<file path="src/rtl/decrementa_serial.sv">
// rtl/decrementa_serial.sv - bit-serial decrement unit with start/busy/done handshake
module decrementa_serial #(
  parameter int         WIDTH  = 4,
  parameter logic [1:0] OP_DEC = 2'd3
) (
  input  logic             clk,
  input  logic             rst,
  input  logic             start,
  input  logic [WIDTH-1:0] A,
  input  logic [WIDTH-1:0] B,
  input  logic             flag,
  input  logic [1:0]       select,
  output logic [WIDTH-1:0] O,
  output logic             Bo,
  output logic             busy,
  output logic             done
);

  localparam int CW = (WIDTH > 2) ? $clog2(WIDTH) : 1;

  typedef enum logic [1:0] {S_IDLE, S_SHIFT, S_DONE} state_t;

  state_t           r_state;
  state_t           w_state_nxt;
  logic [WIDTH-1:0] r_opr;
  logic [WIDTH-1:0] r_res;
  logic [CW-1:0]    r_cnt;
  logic             r_borrow;
  logic [WIDTH-1:0] r_o;
  logic             r_bo;

  logic [WIDTH-1:0] w_operand;
  logic             w_is_dec;
  logic             w_r;
  logic             w_borrow_nxt;
  logic [WIDTH-1:0] w_res_nxt;
  logic             w_last;

  assign w_operand    = flag ? B : A;
  assign w_is_dec     = (select == OP_DEC);
  assign w_r          = r_opr[0] ^ r_borrow;
  assign w_borrow_nxt = ~r_opr[0] & r_borrow;
  assign w_res_nxt    = {w_r, r_res[WIDTH-1:1]};
  assign w_last       = (r_cnt == CW'(WIDTH - 1));

  always_ff @(posedge clk) begin
    if (rst) r_state <= S_IDLE;
    else     r_state <= w_state_nxt;
  end

  always_comb begin
    w_state_nxt = r_state;
    case (r_state)
      S_IDLE:  if (start) w_state_nxt = w_is_dec ? S_SHIFT : S_DONE;
      S_SHIFT: if (w_last) w_state_nxt = S_DONE;
      S_DONE:  w_state_nxt = S_IDLE;
      default: w_state_nxt = S_IDLE;
    endcase
  end

  always_comb begin
    busy = 1'b0;
    done = 1'b0;
    case (r_state)
      S_SHIFT: busy = 1'b1;
      S_DONE:  done = 1'b1;
      default: ;
    endcase
  end

  // Result bits enter at the MSB so after WIDTH shifts the LSB-first result is aligned.
  always_ff @(posedge clk) begin
    if (rst) begin
      r_opr    <= '0;
      r_res    <= '0;
      r_cnt    <= '0;
      r_borrow <= 1'b0;
      r_o      <= '0;
      r_bo     <= 1'b0;
    end else begin
      case (r_state)
        S_IDLE: begin
          if (start) begin
            if (w_is_dec) begin
              r_opr    <= w_operand;
              r_borrow <= 1'b1;
              r_cnt    <= '0;
              r_res    <= '0;
            end else begin
              r_o  <= w_operand;
              r_bo <= 1'b0;
            end
          end
        end
        S_SHIFT: begin
          r_res    <= w_res_nxt;
          r_opr    <= r_opr >> 1;
          r_borrow <= w_borrow_nxt;
          r_cnt    <= r_cnt + CW'(1);
          if (w_last) begin
            r_o  <= w_res_nxt;
            r_bo <= w_borrow_nxt;
          end
        end
        default: ;
      endcase
    end
  end

  assign O  = r_o;
  assign Bo = r_bo;

endmodule

</file>
<file path="config.mk">
export PLATFORM = sky130hd
export DESIGN_NAME = decrementa_serial
export DESIGN_NICKNAME = d
export VERILOG_FILES = /design/src/rtl/decrementa_serial.sv
export SDC_FILE = /design/constraint.sdc
export NUM_CORES = 1
export LEC_CHECK = 0
export BUFFER_PORTS_ARGS = -buffer_cell sky130_fd_sc_hd__buf_2
export CORE_MARGIN = 3
export CORE_UTILIZATION = 49
export CTS_CLUSTER_DIAMETER = 30
export DETAILED_ROUTE_END_ITERATION = 10
export GPL_ROUTABILITY_DRIVEN = 1
export HOLD_SLACK_MARGIN = 0.02
export PLACE_DENSITY = 0.75
export RECOVER_POWER = 25
export SYNTH_ARGS = -nofsm -noshare
export SYNTH_HDL_FRONTEND = slang
export SYNTH_SLANG_ARGS = --single-unit
</file>
<file path="constraint.sdc">
create_clock -name clk -period 1.84 [get_ports clk]
set_clock_uncertainty 0.2 [all_clocks]
set_input_delay 0.092 -clock clk [delete_from_list [all_inputs] [get_ports clk]]
set_output_delay 0.092 -clock clk [all_outputs]
set_load 0.02 [all_outputs]
</file>
==> impl_metrics.yaml <==
yosys:
  postSynthCellCount: 93
  synth_area_leaders: "dfxtp_1 43%, a21oi_1 6.3%, mux2i_1 6.3%, nand2_1 5.7%, nor2_1 5.2%"
  synth_seq_cells: 17
  ys_seq_area_share_pct: 42.7
  ys_warn_count: 0
  synth_top_cell_area_share_pct: 42.7
  netlist_area_um2: 797
  synth_area_per_cell_um2: 8.57
  synth_cell_types: 28
  yosysTopAreaCell: "dfxtp_1"
  syn-num-nets: 109
setup_path:
  criticalPathCategory: "reg -> reg"
  worst-r2r-setup-slack_ns: 0.15
  cp-start-kind: "flop"
  critPathCaptureType: "flop"
  crit-reg2reg-launch: "r_cnt[0]"
  critPathRequiredTime_ns: 1.85
  r2r_cells: 5
  path_max_fanout: 6
  reg2reg_to: "Bo"
  crit_arrival_ns: 1.70
  critPathLaunch: "r_cnt[0]"
min_path:
  hold_path_class: "in -> reg"
  hold_start: "start"
  hold_path_depth: 4
  hold_path_end: "r_state[0]"
cells_and_area:
  regArea_um2: 340
  fillCellCount: 137
  nets: 132
  layout_commonest_cell: "dfxtp_1"
  n_antenna_cell: 0
  multi_input_area_um2: 420
  syn_to_final_growth_pct: 18.1
  layout_common_cells: "17 x dfxtp_1, 15 x buf_2, 12 x nand2_1"
  drive_gt1_share_pct: 21.7
  fin_util_pct: 66.5
floorplan:
  core_area_um2: 1420
  die-height_um: 46.3
  die_area_um2: 2150
  num_rows: 13
  dieWidth_um: 46.3
  initial_utilization_pct: 56.3
  io_pins: 21
detailed_routing:
  antenna_left: 0
  route.detailed.drc: 0
  wl_met2_um: 791
  wirelength_um: 1690
  dr_wl_met3_um: 55
  routedWlPerCell_um: 13.0
  drt-met1-wl_um: 824
  num_vias: 716
  top_layer: "met4"
  drtPass1Iterations: 4
  vias_per_cell: 5.51
  drt_iter0_markers: 8
clock_network:
  htreeDepth: 1
  clkTransAtPathRegs_ns: 0.09
  cts_tree: "built"
  cts_sinks: 17
  numCtsBuffers: 3
  cts_root_buffer: "clkbuf_4"
  cts_buffer_depth: 2
  insertion_delay_ns: 0.28
flow_run:
  max_cap_viol_count: 0
place:
  port_buffers: 20
  pre_cts_slack_ns: 0.168
  gp_congestion: 0.770
  place.detailed.hpwl_um: 1320
timing:
  setup_viol: 0
  relSlewSlack_pct: 68.0
  fin_worst_hold_slack_ns: 0.0425
  finalCritPeriodShare_pct: 91.8
  rsz0062_at_grt: "false"
  worstMarginPinSlew_ns: 0.480
  slew_viol_final: 0
  min_period_ns: 1.69
  setup_slack_ns: 0.152
  fmax_ghz: 0.592
  tns_ns: 0
  final_hold_viol_count: 0
global_routing:
  grt_max_degree: 18
  grt_usage_pct: 18.2
  grt_pass1_vias: 697
  grt_pass1_wl_um: 2900
  antenna_found_initial: 0
  grt_overflow: 0
outcome:
  status: "complete, no violations"
pwr:
  ir_worst_vdd_mv: 0.481
  power_density_nw_per_um2: 765
  p_leak_uw: 0.000407
[critical path: stages, from the launching register on]
cell and delay, ns:
dfxtp_1 0.34, ha_1 0.24, a22oi_1 0.44, buf_4 0.21, o21ai_0 0.07, a21oi_1 0.12
[worst max path at each step]
stage | end | slack (ns) | depth (start not counted)
after floorplan | O[0] | 0.35 | 4
after global placement | O[3] | 0.18 | 4
after detailed placement | Bo | 0.17 | 5
after CTS | busy | 0.05 | 3
after global routing | Bo | 0.02 | 5
final | Bo | 0.15 | 5
[registers in the layout, indices dropped and copies added, names as in the netlist]
signal / flops
O: 4
r_opr: 4
r_res: 3
r_cnt: 2
r_state: 2
Bo: 1
r_borrow: 1
[per-layer routing]
metal | GRT usage [%] | up-vias
li1 | - | 378
met4 | 5.11 | 0
met3 | 3.52 | 2
met2 | 30.2 | 9
met5 | 0 | -
met1 | 23.7 | 327
[synthesized netlist by cell type]
| cell | count |
|---|---|
| nor2_4 | 1 |
| clkbuf_2 | 1 |
| mux2i_1 | 5 |
| and4b_1 | 1 |
| nand2_1 | 12 |
| buf_4 | 2 |
| nand4b_1 | 1 |
| nor2_1 | 11 |
| a2111oi_0 | 1 |
| nand2b_1 | 1 |
| a22oi_1 | 2 |
| nor3b_1 | 1 |
| buf_1 | 1 |
| inv_2 | 1 |
| o21ai_0 | 4 |
| a2111o_1 | 3 |
| nor3_1 | 4 |
| dfxtp_1 | 17 |
| a21oi_1 | 10 |
| a211oi_1 | 1 |
| o211ai_1 | 3 |
| a221oi_1 | 1 |
| inv_1 | 1 |
| nand3_1 | 1 |
| clkbuf_1 | 2 |
| nor2b_1 | 2 |
| o22a_1 | 1 |
| ha_1 | 2 |
[cell type report]
cell class                      instances  area share, %
Multi-Input combinational cell         68           44.7
Clock buffer                            3           2.39
Inverter                                2          0.798
Timing Repair Buffer                   24           13.4
Tap cell                               15           1.99
Clock inverter                          1          0.532
Sequential cell                        17           36.2
[metrics by stage]
step / total power [uW] / cells / cell area [um2]
final: 720 / 130 / 941
after global routing: 774 / 130 / 941
after floorplan: 496 / 93 / 797
after global placement: 537 / 125 / 907
after CTS: 732 / 130 / 945
after detailed placement: 539 / 125 / 907
[power by group]
part	switching [uW]	total (uW)	internal [uW]
Sequential	11.1	398	387
Clock	109	189	80.4
Combinational	76.9	133	55.7
Total	197	720	523
[what timing repair did]
action / CTS / global route
buffers inserted: 0 / 0
endpoints found under the setup margin: 0 / 2
resized for setup: 0 / 1
endpoints found under the hold margin: 14 / 0
hold buffers: 1 / 0
[cell families after synthesis]
| group | after synthesis | share of synthesized area [%] |
|---|---|---|
| simple gates | 35 | 21.0 |
| fa+ha+maj | 2 | 3.14 |
| compound gates | 26 | 22.0 |
| flops | 17 | 42.7 |
| mux | 5 | 6.28 |
| buf+inv | 8 | 4.86 |
Power figures use the tool's default switching activity.
